--- src/rtl/mp_control_v2_pkg.sv ---
// Shared types for the multicycle RV32I control path: opcodes, funct3 encodings,
// datapath mux selects, FSM states and trap causes.
package mp_control_v2_pkg;

  typedef enum logic [6:0] {
    op_lui   = 7'b0110111,
    op_auipc = 7'b0010111,
    op_jal   = 7'b1101111,
    op_jalr  = 7'b1100111,
    op_br    = 7'b1100011,
    op_load  = 7'b0000011,
    op_store = 7'b0100011,
    op_imm   = 7'b0010011,
    op_reg   = 7'b0110011,
    op_csr   = 7'b1110011
  } rv32i_opcode;

  typedef enum logic [2:0] {
    beq  = 3'b000, bne  = 3'b001, blt  = 3'b100,
    bge  = 3'b101, bltu = 3'b110, bgeu = 3'b111
  } branch_funct3_t;

  typedef enum logic [2:0] {
    f3_add = 3'b000, f3_sll  = 3'b001, f3_slt = 3'b010, f3_sltu = 3'b011,
    f3_xor = 3'b100, f3_sr   = 3'b101, f3_or  = 3'b110, f3_and  = 3'b111
  } arith_funct3_t;

  typedef enum logic [2:0] {
    lb = 3'b000, lh = 3'b001, lw = 3'b010, lbu = 3'b100, lhu = 3'b101
  } load_funct3_t;

  typedef enum logic [2:0] {
    sb = 3'b000, sh = 3'b001, sw = 3'b010
  } store_funct3_t;

  typedef enum logic [2:0] {
    alu_add = 3'b000, alu_sll = 3'b001, alu_sra = 3'b010, alu_sub = 3'b011,
    alu_xor = 3'b100, alu_srl = 3'b101, alu_or  = 3'b110, alu_and = 3'b111
  } alu_ops;

  typedef enum logic [1:0] {
    PCMUX_PC4 = 2'd0, PCMUX_ALU = 2'd1, PCMUX_ALU_MOD2 = 2'd2
  } pcmux_sel_t;

  typedef enum logic [2:0] {
    ALUMUX2_I = 3'd0, ALUMUX2_U = 3'd1, ALUMUX2_B = 3'd2,
    ALUMUX2_S = 3'd3, ALUMUX2_J = 3'd4, ALUMUX2_RS2 = 3'd5
  } alumux2_sel_t;

  typedef enum logic [2:0] {
    RFMUX_ALU = 3'd0, RFMUX_CMP = 3'd1, RFMUX_UIMM = 3'd2,
    RFMUX_MDR = 3'd3, RFMUX_PC4 = 3'd4
  } regfilemux_sel_t;

  typedef enum logic [1:0] {
    TRAP_NONE = 2'd0, TRAP_ILLEGAL = 2'd1, TRAP_MISALIGN = 2'd2, TRAP_TIMEOUT = 2'd3
  } trap_cause_t;

  typedef enum logic [4:0] {
    S_FETCH1, S_FETCH2, S_FETCH3, S_DECODE,
    S_LUI, S_AUIPC, S_JAL, S_JALR, S_BR, S_IMM, S_REG,
    S_CALC_ADDR, S_LD1, S_LD2, S_ST1, S_ST2, S_TRAP
  } ctrl_state_t;

endpackage

--- src/rtl/mp_control_v2_be_gen.sv ---
// Byte-enable and alignment check for a sub-word memory access at a given lane offset.
module mem_be_gen
  import mp_control_v2_pkg::*;
#(
  parameter int BYTE_LANES = 4,
  localparam int OFFW = $clog2(BYTE_LANES)
) (
  input  logic [1:0]            size_i,
  input  logic [OFFW-1:0]       offset_i,
  output logic [BYTE_LANES-1:0] byte_enable_o,
  output logic                  misaligned_o
);

  always_comb begin
    byte_enable_o = '1;
    misaligned_o  = 1'b0;
    unique case (size_i)
      2'd0: byte_enable_o = BYTE_LANES'(1) << offset_i;
      2'd1: begin
        byte_enable_o = BYTE_LANES'(3) << offset_i;
        misaligned_o  = offset_i[0];
      end
      default: begin
        // Word enables never spill past lane 3, even on wider buses.
        byte_enable_o = (BYTE_LANES'(15) << offset_i) & BYTE_LANES'(15);
        misaligned_o  = |offset_i[1:0];
      end
    endcase
  end

endmodule

--- src/rtl/mp_control_v2.sv ---
// Multicycle RV32I control FSM driving a single unified memory port, with sub-word
// byte enables, alignment/illegal-opcode detection, response timeout and sticky trap.
module mp_control_v2
  import mp_control_v2_pkg::*;
#(
  parameter int BYTE_LANES  = 4,
  parameter int MEM_TIMEOUT = 0,
  parameter int TCW         = 16,
  localparam int OFFW = $clog2(BYTE_LANES)
) (
  input  logic                  clk,
  input  logic                  rst_n,
  input  logic [6:0]            opcode,
  input  logic [2:0]            funct3,
  input  logic [6:0]            funct7,
  input  logic                  br_en,
  input  logic [OFFW-1:0]       addr_lsb,
  input  logic                  mem_resp,
  output logic                  load_pc,
  output logic                  load_ir,
  output logic                  load_regfile,
  output logic                  load_mar,
  output logic                  load_mdr,
  output logic                  load_data_out,
  output logic [1:0]            pcmux_sel,
  output logic [2:0]            cmpop,
  output logic                  cmpmux_sel,
  output logic                  alumux1_sel,
  output logic [2:0]            alumux2_sel,
  output logic [2:0]            aluop,
  output logic [2:0]            regfilemux_sel,
  output logic                  marmux_sel,
  output logic [2:0]            ld_funct3,
  output logic [OFFW-1:0]       ld_offset,
  output logic                  mem_read,
  output logic                  mem_write,
  output logic [BYTE_LANES-1:0] mem_byte_enable,
  output logic                  trap,
  output logic [1:0]            trap_cause
);

  ctrl_state_t     state_q, state_d;
  logic [TCW-1:0]  tcnt_q, tcnt_d;
  logic [2:0]      ld_funct3_q, ld_funct3_d;
  logic [OFFW-1:0] ld_offset_q, ld_offset_d;
  logic            trap_q;
  logic [1:0]      trap_cause_q, trap_cause_d;

  logic                  waiting, expired, is_store, misaligned;
  logic [1:0]            be_size;
  logic [OFFW-1:0]       be_offset;
  logic [BYTE_LANES-1:0] be_mask;
  logic                  unused_funct7;

  assign unused_funct7 = ^{funct7[6], funct7[4:0]};
  assign is_store      = (opcode == op_store);

  // The alignment check looks at the live address; store enables use the latched one.
  assign be_size   = (state_q == S_CALC_ADDR) ? funct3[1:0] : ld_funct3_q[1:0];
  assign be_offset = (state_q == S_CALC_ADDR) ? addr_lsb    : ld_offset_q;

  mem_be_gen #(.BYTE_LANES(BYTE_LANES)) u_be_gen (
    .size_i        (be_size),
    .offset_i      (be_offset),
    .byte_enable_o (be_mask),
    .misaligned_o  (misaligned)
  );

  assign waiting = (state_q == S_FETCH2) || (state_q == S_LD1) || (state_q == S_ST1);
  assign tcnt_d  = (waiting && !mem_resp) ? tcnt_q + TCW'(1) : '0;

  generate
    if (MEM_TIMEOUT > 0) begin : g_timeout
      assign expired = waiting && !mem_resp && (tcnt_q == TCW'(MEM_TIMEOUT - 1));
    end else begin : g_no_timeout
      assign expired = 1'b0;
    end
  endgenerate

  always_ff @(posedge clk or negedge rst_n) begin
    if (!rst_n) begin
      state_q      <= S_FETCH1;
      tcnt_q       <= '0;
      ld_funct3_q  <= '0;
      ld_offset_q  <= '0;
      trap_q       <= 1'b0;
      trap_cause_q <= TRAP_NONE;
    end else begin
      state_q      <= state_d;
      tcnt_q       <= tcnt_d;
      ld_funct3_q  <= ld_funct3_d;
      ld_offset_q  <= ld_offset_d;
      trap_q       <= (state_d == S_TRAP);
      trap_cause_q <= trap_cause_d;
    end
  end

  always_comb begin
    state_d         = state_q;
    trap_cause_d    = trap_cause_q;
    ld_funct3_d     = ld_funct3_q;
    ld_offset_d     = ld_offset_q;
    load_pc         = 1'b0;
    load_ir         = 1'b0;
    load_regfile    = 1'b0;
    load_mar        = 1'b0;
    load_mdr        = 1'b0;
    load_data_out   = 1'b0;
    pcmux_sel       = PCMUX_PC4;
    cmpop           = funct3;
    cmpmux_sel      = 1'b0;
    alumux1_sel     = 1'b0;
    alumux2_sel     = ALUMUX2_I;
    aluop           = funct3;
    regfilemux_sel  = RFMUX_ALU;
    marmux_sel      = 1'b0;
    mem_read        = 1'b0;
    mem_write       = 1'b0;
    mem_byte_enable = '1;
    // Outputs stay at their defaults for as long as reset is held.
    if (rst_n) begin
      unique case (state_q)
        S_FETCH1: begin
          load_mar = 1'b1;
          state_d  = S_FETCH2;
        end
        S_FETCH2: begin
          mem_read = 1'b1;
          load_mdr = 1'b1;
          if (mem_resp) state_d = S_FETCH3;
          else if (expired) begin
            state_d      = S_TRAP;
            trap_cause_d = TRAP_TIMEOUT;
          end
        end
        S_FETCH3: begin
          load_ir = 1'b1;
          state_d = S_DECODE;
        end
        S_DECODE: begin
          case (opcode)
            op_lui:            state_d = S_LUI;
            op_auipc:          state_d = S_AUIPC;
            op_jal:            state_d = S_JAL;
            op_jalr:           state_d = S_JALR;
            op_br:             state_d = S_BR;
            op_imm:            state_d = S_IMM;
            op_reg:            state_d = S_REG;
            op_load, op_store: state_d = S_CALC_ADDR;
            default: begin
              state_d      = S_TRAP;
              trap_cause_d = TRAP_ILLEGAL;
            end
          endcase
        end
        S_LUI: begin
          load_regfile   = 1'b1;
          regfilemux_sel = RFMUX_UIMM;
          load_pc        = 1'b1;
          state_d        = S_FETCH1;
        end
        S_AUIPC: begin
          alumux1_sel  = 1'b1;
          alumux2_sel  = ALUMUX2_U;
          aluop        = alu_add;
          load_regfile = 1'b1;
          load_pc      = 1'b1;
          state_d      = S_FETCH1;
        end
        S_JAL: begin
          alumux1_sel    = 1'b1;
          alumux2_sel    = ALUMUX2_J;
          aluop          = alu_add;
          pcmux_sel      = PCMUX_ALU;
          regfilemux_sel = RFMUX_PC4;
          load_regfile   = 1'b1;
          load_pc        = 1'b1;
          state_d        = S_FETCH1;
        end
        S_JALR: begin
          aluop          = alu_add;
          pcmux_sel      = PCMUX_ALU_MOD2;
          regfilemux_sel = RFMUX_PC4;
          load_regfile   = 1'b1;
          load_pc        = 1'b1;
          state_d        = S_FETCH1;
        end
        S_BR: begin
          alumux1_sel = 1'b1;
          alumux2_sel = ALUMUX2_B;
          aluop       = alu_add;
          pcmux_sel   = {1'b0, br_en};
          load_pc     = 1'b1;
          state_d     = S_FETCH1;
        end
        S_IMM: begin
          load_regfile = 1'b1;
          load_pc      = 1'b1;
          state_d      = S_FETCH1;
          if (funct3 == f3_slt || funct3 == f3_sltu) begin
            cmpop          = (funct3 == f3_slt) ? blt : bltu;
            cmpmux_sel     = 1'b1;
            regfilemux_sel = RFMUX_CMP;
          end else if (funct3 == f3_sr && funct7[5]) begin
            aluop = alu_sra;
          end
        end
        S_REG: begin
          alumux2_sel  = ALUMUX2_RS2;
          load_regfile = 1'b1;
          load_pc      = 1'b1;
          state_d      = S_FETCH1;
          if (funct3 == f3_slt || funct3 == f3_sltu) begin
            cmpop          = (funct3 == f3_slt) ? blt : bltu;
            regfilemux_sel = RFMUX_CMP;
          end else if (funct3 == f3_add && funct7[5]) begin
            aluop = alu_sub;
          end else if (funct3 == f3_sr && funct7[5]) begin
            aluop = alu_sra;
          end
        end
        S_CALC_ADDR: begin
          aluop         = alu_add;
          alumux2_sel   = is_store ? ALUMUX2_S : ALUMUX2_I;
          marmux_sel    = 1'b1;
          load_mar      = 1'b1;
          load_data_out = is_store;
          ld_funct3_d   = funct3;
          ld_offset_d   = addr_lsb;
          if (misaligned) begin
            state_d      = S_TRAP;
            trap_cause_d = TRAP_MISALIGN;
          end else begin
            state_d = is_store ? S_ST1 : S_LD1;
          end
        end
        S_LD1: begin
          mem_read = 1'b1;
          load_mdr = 1'b1;
          if (mem_resp) state_d = S_LD2;
          else if (expired) begin
            state_d      = S_TRAP;
            trap_cause_d = TRAP_TIMEOUT;
          end
        end
        S_LD2: begin
          regfilemux_sel = RFMUX_MDR;
          load_regfile   = 1'b1;
          load_pc        = 1'b1;
          state_d        = S_FETCH1;
        end
        S_ST1: begin
          mem_write       = 1'b1;
          mem_byte_enable = be_mask;
          if (mem_resp) state_d = S_ST2;
          else if (expired) begin
            state_d      = S_TRAP;
            trap_cause_d = TRAP_TIMEOUT;
          end
        end
        S_ST2: begin
          load_pc = 1'b1;
          state_d = S_FETCH1;
        end
        S_TRAP: state_d = S_TRAP;
        default: state_d = S_FETCH1;
      endcase
    end
  end

  assign ld_funct3  = ld_funct3_q;
  assign ld_offset  = ld_offset_q;
  assign trap       = trap_q;
  assign trap_cause = trap_cause_q;

endmodule

--- config.mk ---
export PLATFORM = sky130hd
export DESIGN_NAME = mp_control_v2
export DESIGN_NICKNAME = d
export VERILOG_FILES = /design/src/rtl/mp_control_v2_pkg.sv /design/src/rtl/mp_control_v2_be_gen.sv /design/src/rtl/mp_control_v2.sv
export SDC_FILE = /design/constraint.sdc
export NUM_CORES = 1
export LEC_CHECK = 0
export CORE_ASPECT_RATIO = 1.2
export CORE_MARGIN = 8
export CORE_UTILIZATION = 43
export DETAILED_ROUTE_END_ITERATION = 6
export PLACE_DENSITY = 0.89
export SLEW_MARGIN = 15
export SYNTH_ARGS = -nofsm -noshare
export SYNTH_HDL_FRONTEND = slang
export SYNTH_SLANG_ARGS = --single-unit
--- constraint.sdc ---
create_clock -name clk -period 2.4 [get_ports clk]
set_input_delay 0.48 -clock clk [delete_from_list [all_inputs] [get_ports clk]]
set_output_delay 0.48 -clock clk [all_outputs]
set_load 0.03 [all_outputs]
==> metrics.txt, run 1 <==
largest family of logic cells by synthesized area=simple AND/OR/NAND/NOR gates; failing checks=setup timing; Post-synth EDFFs=0; status=finished, violations left; Power Density=618 nW/µm²; Die Ht=79.7 µm; sequential share of the synthesized area=22.4%; total CTS buffers=3; final WL=6380 µm; largest net degree at the start of global routing=20; Leakage Power=1.09 nW; die width=69.1 µm; FF-to-FF path depth=7; period utilisation layout=102%; worst min path class=in2async; CTS tree=built; area of the die=5500 µm²; total chip power=1.55 mW; hold buffers post-CTS=0; ys async rst share=100%; critical path peak fanout=7; number of DRC markers in iteration 0=269; count leader, synth=nor2_1; CTS Root Cell=clkbuf_8; Post-Place Setup Slack=-461 ps; Layout Skew=16.2 ps; Yosys top cell area share=22.4%; FMAX=409 MHz; clock-pin slew on the worst setup and hold paths=70 ps; CTS Buffer Depth=2; via count=2029; share of cells above drive strength 1=44.1%; initial antenna violation count=0; Final WS setup=-42.7 ps; first-pass GRT wire length=9140 µm; final RePlAce weighted congestion=0.874; # setup viols final=6; filler cell count=227; Worst Path Arrival=2580 ps; Synth Area in XOR/XNOR=1.21%; max_cap viols=0; minimum clock period=2440 ps; synth cell count leaders=21 x nor2_1, 13 x a21oi_1, 13 x dfrtp_1; Post-synth top flop=dfrtp_1; Seq cells post-synth=13; syn_nets=211; Rows=23; worst path required time=2540 ps; Post-Synth Adder-Cell Area=0%; DP HPWL=4030 µm; ANT cells=0; setup TNS=-114 ps; Post-Synth Simple-Gate Area=34.5%; antenna-violating nets left=0; initial core utilization=44.3%; Avg Cell Area, Syn=7.73 µm²; crit start category=input port; Max Slew Vio Count=0; final hold vios=0; gr usage total=19.3%; kind of critical path=in2reg; multiplexer area fraction after synthesis=6.80%; post-synthesis cell type count=60; Synthesis Warnings=0; Buffers on Ports=53; WL per Instance=20.2 µm; # IOs=60; Slew HR=55.6%; Compound-Gate Fraction of Synth Area=28.3%; number of iterations in the first detailed-routing pass=6; Core Region=3280 µm²; VDD IR-drop max=618 µV; area grow syn2layout=72.7%; Post-Syn Area=1450 µm²; aggregate global routing overflow=0; actual slew at the worst max-slew pin=649 ps; endpoint class of the critical path=register; Synth area leader=dfrtp_1; number of global-route vias before repair=1969; H-tree depth=1; final net count=303; Synth Instances=188; Clock Latency Late Sink=260 ps; Clock Sinks=13; Area contributors post-synth=dfrtp_1 22%, nor2_1 5.4%, mux2_2 4.7%; vias per cell=6.42; DRC viols=0; RSZ-0062 raised after global routing=true
## through the flow
step	area, µm²	cells	hold WS (ps)	utilization [%]
3_3_place_gp	2230	307	491	68.0
3_5_place_dp	2230	307	492	68.0
5_1_grt	2510	316	518	76.5
6_report	2510	316	490	76.5
4_1_cts	2380	315	457	72.6
2_1_floorplan	1470	188	184	-
## per-layer routing
metal | GRT usage, % | wire length [µm] | share of wire [%]
met2 | 35.5 | 3340 | 52
met1 | 20.9 | 2290 | 36
met3 | 3.48 | 560 | 8.8
met4 | 9.24 | 195 | 3.1
met5 | 0 | 0 | 0
## path summary, 6_finish.rpt
path,slack (ps),endpoint,start
worst max-delay path,-40,trap,opcode[4]
worst min register to register,500,trap_cause[1],trap_cause[1]
worst max register to register,90,trap,state_q[2]
worst min-delay path,490,ld_funct3[1],rst_n
min in group clk,500,trap_cause[1],trap_cause[1]
max in group asynchronous,1690,state_q[0],rst_n
## registers in the layout, indices dropped and copies added, names as in the netlist
name	count
trap_cause	2
ld_funct3	3
trap	1
state_q	5
ld_offset	2
## cell type report
| class | count | area [µm²] | area share (%) |
|---|---|---|---|
| clock buffers | 4 | 45.0 | 1.80 |
| inverters | 8 | 30.0 | 1.20 |
| multi-input cells | 154 | 1170 | 46.8 |
| flip-flops and latches | 13 | 328 | 13.1 |
| well taps | 37 | 46.3 | 1.85 |
| repair buffers | 100 | 886 | 35.3 |
## timing repair
item | 4_1_cts | 5_1_grt
pin swaps | 5 | 12
endpoints found under the setup margin | 12 | 16
buffers inserted | 4 | 2
gates resized for setup | 48 | 38
## placed cells by master, fill, tap and decap left out, types with 3 or more instances in the layout
master           count
a21oi_1             10
clkbuf_8             3
a31oi_1              3
o22ai_1              3
or3_4                3
mux2_2               5
and2_1               4
o21ai_2              3
nor2b_1              3
a211oi_1             3
a21o_1               3
nor2_1              20
o21ai_0              3
clkdlybuf4s50_1     21
buf_4               59
nand2_1             10
or3_1                3
inv_1                8
nand2_2              3
nor3_1               7
dfrtp_1             11
nand4b_1             3
buf_6               14
## power breakdown
part           switching, mW  internal (mW)
Sequential            0.0551          0.265
Combinational          0.594          0.433
Clock                 0.0879          0.117
## cell families after synthesis
group                     Yosys count
AOI/OAI and AO/OA                  56
xor gates and xnor gates            2
buffers and inverters              21
DFF                                13
muxes                               9
and+or+nand+nor                    87
## worst max-delay path: stages
cell	delay (ps)
clkdlybuf4s50_1	490
buf_4	140
or3b_1	350
a2111oi_0	640
nor3_1	180
o221ai_2	230
nor4_2	70
Note: power is estimated with default switching activity, not from simulation.
==> inputs of run 2 (changes only) <==
Settings changed: PLACE_DENSITY 0.89 to 0.9, SLEW_MARGIN 15 to 20, SYNTH_HIERARCHICAL from default to 1.
==> metrics.txt, run 2 <==
ANT cells=0 (unchanged); status=finished, violations left (unchanged); CTS Root Cell=clkbuf_4 (was clkbuf_8); Max Slew Vio Count=0 (unchanged); Layout Skew=8.07 ps (was 16.2 ps); ys async rst share=100% (unchanged); Slew HR=73.0% (was 55.6%); commonest non-fill, non-tap cell in the layout=buf_4 (unchanged); failing checks=setup timing (unchanged); Power Density=574 nW/µm² (was 618 nW/µm²); initial core utilization=45.2% (was 44.3%); DRC viols=0 (unchanged); Area contributors post-synth=dfrtp_1 23%, mux2_2 8.1%, nand2b_1 4.9% (was dfrtp_1 22%, nor2_1 5.4%, mux2_2 4.7%); Avg Cell Area, Syn=8.01 µm² (was 7.73 µm²); Seq cells post-synth=13 (unchanged); Final Util=78.8% (was 76.5%); CTS Buffer Depth=2 (unchanged); aggregate global routing overflow=0 (unchanged); first-pass GRT wire length=8270 µm (was 9140 µm); endpoint class of the critical path=register (unchanged); VDD IR-drop max=662 µV (was 618 µV); FMAX=359 MHz (was 409 MHz); Rows=22 (was 23); Worst Path Arrival=2970 ps (was 2580 ps); Core Region=3080 µm² (was 3280 µm²); post-synthesis cell type count=56 (was 60); minimum clock period=2790 ps (was 2440 ps); area of the die=5330 µm² (was 5500 µm²); hold buffers post-CTS=0 (unchanged); initial antenna violation count=0 (unchanged); Synth area leader=dfrtp_1 (unchanged); clock-pin slew on the worst setup and hold paths=80 ps (was 70 ps); sequential share of the synthesized area=23.3% (was 22.4%); crit start category=register (was input port); RSZ-0062 raised after global routing=true (unchanged); synth cell count leaders=13 x a21oi_1, 13 x dfrtp_1, 13 x nor2_1 (was 21 x nor2_1, 13 x a21oi_1, 13 x dfrtp_1); kind of critical path=reg2reg (was in2reg); gr usage total=19.2% (was 19.3%); total CTS buffers=3 (unchanged); worst path required time=2580 ps (was 2540 ps); area grow syn2layout=74.3% (was 72.7%); final net count=294 (was 303); Yosys top cell area share=23.3% (was 22.4%); critical path peak fanout=5 (was 7); most frequent cells in the layout=63 x buf_4, 15 x clkdlybuf4s50_1, 13 x dfrtp_1 (was 59 x buf_4, 21 x clkdlybuf4s50_1, 20 x nor2_1); Biggest register=state_q (unchanged); Post-synth EDFFs=0 (unchanged); total chip power=1.39 mW (was 1.55 mW); actual slew at the worst max-slew pin=401 ps (was 649 ps); number of DRC markers in iteration 0=156 (was 269); DP HPWL=3890 µm (was 4030 µm); final hold vios=0 (unchanged); DP Cell Count=295 (was 307); setup slack, reg-to-reg=-390 ps (was 90 ps); # setup viols final=17 (was 6); Synthesis Warnings=6 (was 0); Post-Place Setup Slack=-509 ps (was -461 ps); max_cap viols=0 (unchanged); die width=68.0 µm (was 69.1 µm); Post-synth top flop=dfrtp_1 (unchanged); CTS tree=built (unchanged); H-tree depth=1 (unchanged); Post-Syn Area=1390 µm² (was 1450 µm²); via count=1802 (was 2029); share of cells above drive strength 1=51.9% (was 44.1%); Synth Instances=174 (was 188); Buffers on Ports=53 (unchanged); number of iterations in the first detailed-routing pass=4 (was 6); Leakage Power=1.06 nW (was 1.09 nW); final WL=5780 µm (was 6380 µm); Final WS setup=-389 ps (was -42.7 ps); final non-filler cell total=306 (was 316); vias per cell=5.89 (was 6.42); max FFs per register=5 (unchanged); Clock Sinks=13 (unchanged); period utilisation layout=116% (was 102%); worst min path class=in2async (unchanged); Die Ht=78.4 µm (was 79.7 µm); WL per Instance=18.9 µm (was 20.2 µm); antenna-violating nets left=0 (unchanged); number of global-route vias before repair=1719 (was 1969); Clock Latency Late Sink=270 ps (was 260 ps); syn_nets=197 (was 211); # IOs=60 (unchanged); final RePlAce weighted congestion=0.927 (was 0.874); largest net degree at the start of global routing=18 (was 20)
run 2: final cells by class:
cell class                 instances  area, µm²
sequential                        13        325
multi-input combinational        145       1140
timing repair buffer             102        867
clock buffer                       4       26.3
fill                             198        653
inverter                           6       22.5
tap                               36       45.0
run 2: layer usage:
| layer | up-vias | GRT usage [%] | part of all wire (%) |
|---|---|---|---|
| met3 | 24 | 1.85 | 6.1 |
| met5 | - | 0 | 0 |
| met2 | 90 | 34.2 | 53 |
| met4 | 0 | 6.78 | 4.2 |
| met1 | 849 | 22.7 | 37 |
| li1 | 839 | - | - |
run 2: cells by family after synthesis:
kind of cell / after synthesis / share of synthesized area [%]
multiplexers: 13 / 10.6
flip-flops: 13 / 23.3
AND/OR/NAND/NOR: 80 / 33.6
AO/OA/AOI/OAI: 51 / 26.6
buffers and inverters: 16 / 5.30
XOR/XNOR: 1 / 0.628
run 2: final timing paths:
| check | from | endpoint | cells past startpoint |
|---|---|---|---|
| worst max-delay path | state_q[3] | state_q[3] | 12 |
| worst min-delay path | rst_n | ld_funct3[1] | 2 |
| worst max register to register | state_q[3] | state_q[3] | 12 |
| worst min register to register | ld_funct3[2] | ld_funct3[2] | 1 |
| max in group asynchronous | rst_n | trap | 2 |
| min in group clk | ld_funct3[2] | ld_funct3[2] | 1 |
run 2: metrics by stage:
step	TNS, ps	hold WS [ps]	cell area [µm²]
6_report	-3220	409	2430
5_1_grt	-3950	425	2430
4_1_cts	-2070	361	2320
3_5_place_dp	-4260	496	2220
3_3_place_gp	-3650	490	2220
2_1_floorplan	-236	184	1450
run 2: repair_timing:
item	CTS	global route
setup buffers	4	4
pin swaps	9	14
gates resized for setup	64	40
endpoints found under the setup margin	17	22
run 2: power breakdown:
| group | leakage, nW | total [mW] | internal, mW | switching (mW) |
|---|---|---|---|---|
| clock network | 0.0150 | 0.135 | 0.0643 | 0.0702 |
| logic | 0.881 | 0.975 | 0.429 | 0.547 |
| registers | 0.167 | 0.284 | 0.255 | 0.0291 |
| total | 1.06 | 1.39 | 0.748 | 0.646 |
run 2: critical path: stages, from the launching register on:
cell	delay, ps
dfrtp_1	410
or3b_4	430
nor2_4	190
mux2_4	360
a21oi_2	170
buf_4	130
buf_4	90
nor2_1	60
nand4bb_1	230
a21oi_2	210
a21oi_1	90
buf_4	150
o2bb2ai_1	180
==> inputs of run 3 (changes only) <==
Settings changed: GPL_TIMING_DRIVEN from default to 0.
==> metrics.txt, run 3 (synthesis results as in run 2) <==
total CTS buffers=3 (unchanged); final hold vios=0 (unchanged); Rows=22 (unchanged); die width=68.0 µm (unchanged); gr usage total=19.8% (was 19.2%); initial antenna violation count=0 (unchanged); worst path required time=1920 ps (was 2580 ps); Post-Place Setup Slack=-1560 ps (was -509 ps); area grow syn2layout=81.2% (was 74.3%); Max Slew Vio Count=0 (unchanged); area of the die=5330 µm² (unchanged); Slew HR=62.4% (was 73.0%); critical path peak fanout=6 (was 5); status=finished, violations left (unchanged); FF+latch area=329 µm² (was 325 µm²); final WL=6570 µm (was 5780 µm); final RePlAce weighted congestion=0.957 (was 0.927); number of iterations in the first detailed-routing pass=4 (unchanged); most frequent cells in the layout=37 x buf_4, 25 x buf_6, 15 x clkdlybuf4s50_1 (was 63 x buf_4, 15 x clkdlybuf4s50_1, 13 x dfrtp_1); final net count=290 (was 294); R2R Path End=trap (was state_q[3]); H-tree depth=1 (unchanged); Worst setup endpoint=mem_byte_enable[1] (was state_q[3]); DRC viols=0 (unchanged); CTS tree=built (unchanged); FF-to-FF path depth=12 (unchanged); actual slew at the worst max-slew pin=565 ps (was 401 ps); Worst Path Arrival=2490 ps (was 2970 ps); Worst Setup SP=state_q[2] (was state_q[3]); max FFs per register=5 (unchanged); endpoint class of the critical path=output pin (was register); filler cell count=182 (was 198); share of cells above drive strength 1=56.0% (was 51.9%); failing checks=setup timing (unchanged); aggregate global routing overflow=0 (unchanged); Core Region=3080 µm² (unchanged); CTS Root Cell=clkbuf_4 (unchanged); number of global-route vias before repair=1779 (was 1719); WL per Instance=21.8 µm (was 18.9 µm); worst r2r src=state_q[2] (was state_q[3]); worst min path class=in2async (unchanged); Buffers on Ports=52 (was 53); Clock Latency Late Sink=290 ps (was 270 ps); max_cap viols=0 (unchanged); worst hold slack=88.0 ps (was 409 ps); Power Density=563 nW/µm² (was 574 nW/µm²); Die Ht=78.4 µm (unchanged); FMAX=337 MHz (was 359 MHz); Multi-input gate area=1250 µm² (was 1140 µm²); setup slack, reg-to-reg=-390 ps (about the same); Clock Sinks=13 (unchanged); DP HPWL=3490 µm (was 3890 µm); ANT cells=0 (unchanged); crit start category=register (unchanged); # setup viols final=30 (was 17); Layout Skew=11.2 ps (was 8.07 ps); first-pass GRT wire length=8560 µm (was 8270 µm); minimum clock period=2970 ps (was 2790 ps); # IOs=60 (unchanged); via count=1897 (was 1802); Biggest register=state_q (unchanged); Leakage Power=1.08 nW (was 1.06 nW); clock-pin slew on the worst setup and hold paths=90 ps (was 80 ps); largest net degree at the start of global routing=16 (was 18); vias per cell=6.28 (was 5.89); kind of critical path=reg2out (was reg2reg); Final WS setup=-568 ps (was -389 ps); period utilisation layout=124% (was 116%); VDD IR-drop max=677 µV (was 662 µV); commonest non-fill, non-tap cell in the layout=buf_4 (unchanged); setup TNS=-5950 ps (was -3220 ps); number of DRC markers in iteration 0=239 (was 156); initial core utilization=45.2% (unchanged); CTS Buffer Depth=2 (unchanged); antenna-violating nets left=0 (unchanged); RSZ-0062 raised after global routing=true (unchanged)
==> run 3: cell count changes in the layout (fill, tap and decap cells not counted), moves of 3 or more <==
cell	previous run	this run
buf_4	63	37
buf_6	12	25
buf_2	2	8
dfrtp_1	13	10
dfrtp_2	0	3
nor2_4	1	4
==> run 3: worst max-delay path, cell delays in order (launching register included) <==
cell     delay, ps
dfrtp_2        430
buf_6          120
or3b_4         420
nor2_4         220
mux2_4         370
nor3_2         200
nor2_1          80
or2_4          230
buf_6          140
==> run 3: worst min path at each step <==
stage,start,endpoint,cells past startpoint
CTS,rst_n,state_q[0],1
global placement,ld_funct3[2],ld_funct3[2],1
global route,rst_n,state_q[0],1
detailed placement,ld_funct3[2],ld_funct3[2],1
finish,rst_n,state_q[0],1
floorplan,rst_n,ld_funct3[0],0
==> run 3: cell type report <==
type	count	area share, %
multi-input combinational	145	49.7
timing repair buffer	89	30.9
sequential	13	13.0
buffer	9	2.67
tap	36	1.78
clock buffer	4	1.04
inverter	6	0.941
==> run 3: layer usage <==
layer	track usage (%)	up-vias	wire (µm)
met2	34.5	128	3530
met1	23.2	906	2350
met4	8.83	0	233
met5	0	-	0
met3	1.99	31	452
li1	-	832	-
==> run 3: per-stage QoR <==
stage	total power [mW]	cell area, µm²	cells	utilization (%)
after floorplan	0.804	1450	174	-
after global placement	1.02	2020	262	65.4
after detailed placement	1.03	2020	262	65.4
after CTS	1.27	2310	290	74.9
after global routing	1.48	2530	302	81.9
final	1.42	2530	302	81.9
==> run 3: report_power, final <==
part | total, mW | switching (mW) | internal, mW
registers | 0.320 | 0.0625 | 0.258
clock network | 0.143 | 0.0786 | 0.0645
logic | 0.959 | 0.577 | 0.382
==> run 3: what timing repair did <==
action                                  4_1_cts  5_1_grt
pin swaps                                    16       19
setup buffers                                25       13
resized for setup                           175       83
endpoints found under the setup margin       41       36
endpoints found under the hold margin         0        0
gates cloned                                  0        0
hold buffers                                  0        0
